## config.mk

```make
export PLATFORM = sky130hd
export DESIGN_NAME = busarb
export DESIGN_NICKNAME = d
export VERILOG_FILES = /design/src/rtl/busarb.sv
export SDC_FILE = /design/constraint.sdc
export NUM_CORES = 1
export LEC_CHECK = 0
export CAP_MARGIN = 20
export CORE_MARGIN = 4
export CORE_UTILIZATION = 60
export DETAILED_ROUTE_END_ITERATION = 16
export DONT_BUFFER_PORTS = 1
export PLACE_DENSITY_LB_ADDON = 0.12
export SYNTH_ARGS = -nofsm -noshare
export SYNTH_HDL_FRONTEND = slang
export SYNTH_SLANG_ARGS = --single-unit
```

## constraint.sdc

```tcl
create_clock -name clk -period 1.65 [get_ports clk]
set_clock_uncertainty 0.05 [all_clocks]
set_input_delay 0.2475 -clock clk [delete_from_list [all_inputs] [get_ports clk]]
set_output_delay 0.2475 -clock clk [all_outputs]
set_load 0.03 [all_outputs]
```

## src/rtl/busarb.sv

```systemverilog
// rtl/busarb.sv - round-robin N-master arbiter driving single-ported busctl cycles
module busarb #(
    parameter int N_MASTERS  = 2,
    parameter int ADDR_WIDTH = 8,
    parameter int DATA_WIDTH = 8,
    parameter int RD_LATENCY = 1
) (
    input  logic                             clk,
    input  logic                             reset,
    input  logic [N_MASTERS-1:0]             req_valid,
    output logic [N_MASTERS-1:0]             req_ready,
    input  logic [N_MASTERS-1:0]             req_write,
    input  logic [N_MASTERS*ADDR_WIDTH-1:0]  req_addr,
    input  logic [N_MASTERS*DATA_WIDTH-1:0]  req_wdata,
    output logic [N_MASTERS-1:0]             resp_valid,
    output logic [DATA_WIDTH-1:0]            resp_rdata,
    output logic                             bus_en,
    output logic                             bus_write,
    output logic [ADDR_WIDTH-1:0]            bus_addr,
    output logic [DATA_WIDTH-1:0]            bus_wdata,
    input  logic [DATA_WIDTH-1:0]            bus_rdata
);

    localparam int GW = (N_MASTERS > 1) ? $clog2(N_MASTERS) : 1;
    localparam int CW = $clog2(RD_LATENCY + 1);

    typedef enum logic [1:0] {IDLE, BUS, WAIT, RESP} state_t;

    state_t                  state, state_nxt;
    logic [GW-1:0]           last_grant;
    logic [GW-1:0]           grant;
    logic [GW-1:0]           win;
    logic                    win_found;
    logic                    lat_write;
    logic [ADDR_WIDTH-1:0]   lat_addr;
    logic [DATA_WIDTH-1:0]   lat_wdata;
    logic [CW-1:0]           lat_cnt;

    // Rotating priority: search upward from the master after the last winner.
    always_comb begin
        int          idx;
        logic [GW-1:0] idx_g;
        win       = last_grant;
        win_found = 1'b0;
        idx       = 0;
        idx_g     = '0;
        for (int k = 1; k <= N_MASTERS; k++) begin
            idx   = (int'(last_grant) + k) % N_MASTERS;
            idx_g = GW'(idx);
            if (!win_found && req_valid[idx_g]) begin
                win       = idx_g;
                win_found = 1'b1;
            end
        end
    end

    always_comb begin
        state_nxt  = state;
        req_ready  = '0;
        resp_valid = '0;
        bus_en     = 1'b0;
        bus_write  = 1'b0;
        case (state)
            IDLE: begin
                // Gated by reset so nothing is offered while the block is held in reset.
                if (win_found && reset) begin
                    req_ready[win] = 1'b1;
                    state_nxt      = BUS;
                end
            end
            BUS: begin
                bus_en    = 1'b1;
                bus_write = lat_write;
                state_nxt = lat_write ? RESP : WAIT;
            end
            WAIT: begin
                if (lat_cnt == CW'(1)) begin
                    state_nxt = RESP;
                end
            end
            RESP: begin
                resp_valid[grant] = 1'b1;
                state_nxt         = IDLE;
            end
            default: state_nxt = IDLE;
        endcase
    end

    always_ff @(posedge clk or negedge reset) begin
        if (!reset) begin
            state      <= IDLE;
            last_grant <= GW'(N_MASTERS - 1);
            grant      <= '0;
            lat_write  <= 1'b0;
            lat_addr   <= '0;
            lat_wdata  <= '0;
            lat_cnt    <= '0;
            resp_rdata <= '0;
        end else begin
            state <= state_nxt;
            case (state)
                IDLE: begin
                    if (win_found) begin
                        grant      <= win;
                        last_grant <= win;
                        lat_write  <= req_write[win];
                        lat_addr   <= req_addr[win*ADDR_WIDTH +: ADDR_WIDTH];
                        lat_wdata  <= req_wdata[win*DATA_WIDTH +: DATA_WIDTH];
                    end
                end
                BUS: begin
                    lat_cnt <= CW'(RD_LATENCY);
                end
                WAIT: begin
                    lat_cnt <= lat_cnt - CW'(1);
                    if (lat_cnt == CW'(1)) begin
                        resp_rdata <= bus_rdata;
                    end
                end
                default: ;
            endcase
        end
    end

    assign bus_addr  = lat_addr;
    assign bus_wdata = lat_wdata;

endmodule

```

Word-level counts from Yosys, hierarchy flattened
Cells that the tools add are included.

$add $sub $neg: 3. Magnitude comparators: 6. Equality and inequality tests: 5. Shift operators: 2. Multiplexer cells: 24. Reductions and logical operators: 10.

Operators with widths (number): $shiftx A16 B5 Y8 (2); $mux W1 (15); $mux W2 (5); $lt A1 B2 Y1 const B (4); $pmux W2 S4 (1); $reduce_and A2 Y1 (3); $eq A2 B2 Y1 const B (2); $logic_and A1 B1 Y1 (4); $ne A2 B2 Y1 const B (2); $add A1 B1 Y1 const B (2); $demux W1 S1 (2); $eq A2 B1 Y1 const B (1); $ge A1 B1 Y1 const B (2); $logic_not A2 Y1 (1); $pmux W1 S2 (1); $reduce_bool A2 Y1 (1); $logic_not A1 Y1 (1); $sub A1 B1 Y1 const B (1).

Bits in registers: 30. Input port bits: 46. Output and inout bits: 30.

Longest topological paths before layout
Depth after elaboration: 13. Mapped depth: 6. Depth with buffers taken out: 5.

Least setup slack after synthesis
No wires, ideal clock.

Path kind: register to output. Start point: reg state[0]. End point: out req_ready[0]. Data arrival time: 1.711 ns. Data required time: 1.352 ns. Setup slack: -0.359 ns. Cell stages (with the launch flop): 7. Buffers on the path: 1. Path through: dfrtp_1 -> inv_1 -> ha_1 -> o21a_1 -> buf_2 -> nand2_1 -> nor3_1.

Cells in the longest elaborated chain, start to end: 2.

RTL lines: start: declaration (line 29) `state_t state, state_nxt;`; start signal: assignment (line 100) `state <= state_nxt;`; $logic_not A2 Y1 (line 63) `case (state)`; $mux W2 (line 63); end: declaration (line 11) `output logic [N_MASTERS-1:0] req_ready,`.

Every way passes these cells.

Worst setup path in the final report
Start point: reg state[1]. End point: out req_ready[0].

Same word-level chain as after synthesis.

==> flow_metrics.env <==
export IMPL_status="finished, violations left"
export IMPL_violations="negative setup slack"
export IMPL_finalCritPeriodShare=1.09
export IMPL_arrival_ns=1.50
export IMPL_start_util=0.653
export IMPL_die_x_um=57.8
export IMPL_cts_sinks=30
export IMPL_path_max_fanout=2
export IMPL_synth_seq_cells=30
export IMPL_cp_cell_sequence="inv_2 > ha_4 > o21a_1 > nand2_2 > nor3_4 > buf_6"
export IMPL_dpl_hpwl_um=2480
export IMPL_holdCritPathClass="in -> reg"
export IMPL_critPathTopFamily="flip-flops"
export IMPL_finalHoldViolCount=0
export IMPL_overflow=0
export IMPL_path_clk_slew_ns=0.10
export IMPL_worstSetupPathType="reg -> out"
export IMPL_max_freq_ghz=0.556
export IMPL_ys_types=25
export IMPL_rsz0062_at_grt="true"
export IMPL_cp_end_kind="output port"
export IMPL_first_pass_iters=4
export IMPL_core_area_mm2=0.00228
export IMPL_io_buffers=0
export IMPL_h_tree_depth=2
export IMPL_p_leak_nw=0.808
export IMPL_min_period_ns=1.80
export IMPL_layout_common_cells="29 x dfrtp_1, 20 x nor2_1, 17 x nand3_1, 17 x a31oi_1, 14 x buf_4"
export IMPL_routabilityCongestion=0.732
export IMPL_drt_initial_drc_count=41
export IMPL_grt_max_degree=31
export IMPL_numCtsBuffers=5
export IMPL_final_common_cell="dfrtp_1"
export IMPL_swShare=0.453
export IMPL_clockBufferDepth=2
export IMPL_ir_drop_v=0.00205
export IMPL_seq_power_share=0.440
export IMPL_cpPeakStageDelay_ns=0.41
export IMPL_cp_buffers_inverters=2
export IMPL_final_nets=228
export IMPL_num_rows=17
export IMPL_yosys_warnings=0
export IMPL_cts_root_buf="clkbuf_4"
export IMPL_fillerInstances=123
export IMPL_combPwrFrac=0.391
export IMPL_antenna_found_initial=0
export IMPL_io_pins=76
export IMPL_setup_viol=3
export IMPL_antenna_cells=0
export IMPL_insertion_delay_ns=0.34
export IMPL_syn_to_final_growth_pct=30.0
export IMPL_drive_above_1_share=0.324
export IMPL_postSynthAreaPerCell_um2=9.91
export IMPL_cp_required_ns=1.35
export IMPL_die_area_mm2=0.00334
export IMPL_grt_pass1_wl_um=6040
export IMPL_cts_tree="built"
export IMPL_startpoint_type="flip-flop"
export IMPL_crit_slowest_cell="dfrtp_1"
export IMPL_tightestPinTransition_ns=0.631
export IMPL_layout_setup_ws_ns=-0.148
export IMPL_power_internal_mw=2.51
export IMPL_final_max_slew_violation_count=0
export IMPL_drc=0
export IMPL_grt_pass1_vias=1255
export IMPL_grt_total_usage=0.238
export IMPL_ant_nets=0
export IMPL_die_h_um=57.8
export IMPL_total_power_mw=4.60
export IMPL_synth_nets=200
export IMPL_netlist_instances=150
export IMPL_regArea_um2=752
export IMPL_multiInputGateArea_um2=713
export IMPL_synthesis_area_mm2=0.00149
export IMPL_vias_per_cell=6.35
export IMPL_num_vias=1315
export IMPL_power_switching_mw=2.08
export IMPL_relSlewSlack=0.579
export IMPL_pwr_share_clk=0.168
export IMPL_seq_area_frac_synth=0.506
export IMPL_wire_per_inst_um=19.9
export IMPL_drv_cap=0
export IMPL_routed_wl_um=4120
export IMPL_timing_hold_ws_ns=0.0107
export IMPL_power_density_mw_per_mm2=2380
-- power by group through the flow --
stage	sequential, mW	clock, mW	combinational [mW]
after floorplan	1.93	0	1.18
after global placement	1.98	0	1.34
after detailed placement	2.01	0	1.42
after CTS	1.99	0.783	1.63
after global routing	2.06	0.824	1.96
final	2.02	0.774	1.80
-- flip-flops by register name, indices dropped and copies added, names as in the netlist --
register,count
lat_write,1
bus_wdata,8
grant,1
state,2
last_grant,1
resp_rdata,8
bus_addr,8
lat_cnt,1
-- worst register-to-register path, cell delays in order (launching register included) --
cell     delay (ns)
dfrtp_1        0.38
inv_2          0.07
buf_4          0.13
ha_1           0.20
nor2b_1        0.16
a21oi_2        0.14
mux2_2         0.35
-- kinds of logic after synthesis --
kind of cell               count (synthesis)  synth area share
AOI/OAI and AO/OA                         42             0.166
and+or+nand+nor                           50             0.157
DFF                                       30             0.506
buffers and inverters                     14            0.0623
adders and majority gates                  4            0.0337
muxes                                     10            0.0758
-- metrics by stage --
stage	utilization	cells	setup TNS, ns	area (µm²)	setup WS [ns]
floorplan	-	150	-0.121	1490	-0.121
global placement	0.674	178	-0.000650	1530	-0.000650
detailed placement	0.674	178	-0.0570	1530	-0.0570
CTS	0.791	196	-0.285	1800	-0.164
global route	0.849	207	-0.507	1930	-0.240
finish	0.849	207	-0.281	1930	-0.148
-- final timing paths --
check,start,to,slack [ns],cells past startpoint
setup / recovery,state[1]$_DFFE_PN0P_,req_ready[0],-0.15,6
hold / removal,req_addr[5],bus_addr[5]$_DFFE_PN0P_,0.01,2
setup reg to reg,state[0]$_DFFE_PN0P_,state[1]$_DFFE_PN0P_,0.07,6
hold reg to reg,last_grant$_DFFE_PN1P_,last_grant$_DFFE_PN1P_,0.50,2
max in group asynchronous,reset,last_grant$_DFFE_PN1P_,1.01,2
min in group asynchronous,reset,resp_rdata[1]$_DFFE_PN0P_,0.29,2
-- cell type report --
type                            count  share of cell area
Clock buffer                        6              0.0266
Sequential cell                    30               0.389
Tap cell                           28              0.0181
Inverter                            2             0.00389
Clock inverter                      2              0.0311
Timing Repair Buffer               33               0.162
Multi-Input combinational cell    106               0.369
-- metal layers --
layer,wire (µm),GRT usage
met3,395,0.0891
met1,1430,0.259
met4,91,0.0861
met5,0,0
met2,2200,0.421
-- what timing repair did --
item	CTS	global route
hold endpoints to repair	34	7
endpoints found under the setup margin	4	5
setup buffers	5	4
pin swaps	1	2
hold buffers	6	7
resized for setup	16	9
-- cell usage after synthesis --
cell      instances  area (µm²)
or2_2             1        6.26
a31oi_1          17         106
o21ai_0          10        50.1
nand2b_1          2        12.5
dfrtp_1          29         726
mux2_2           10         113
ha_1              4        50.1
buf_4             6        45.0
clkbuf_1          2        7.51
o21a_1            1        7.51
o21ba_2           1        10.0
inv_1             2        7.51
buf_6             2        22.5
nor3_1            1        5.00
dfstp_2           1        26.3
a21oi_1           3        15.0
nand2_1           2        7.51
nand3_1          17        85.1
nor2_1           21        78.8
nor2b_1           4        25.0
buf_2             2        10.0
and2_1            2        12.5
a211oi_1          1        7.51
a21bo_2           1        10.0
o21ai_1           8        40.0
(Power assumes the default switching activity.)
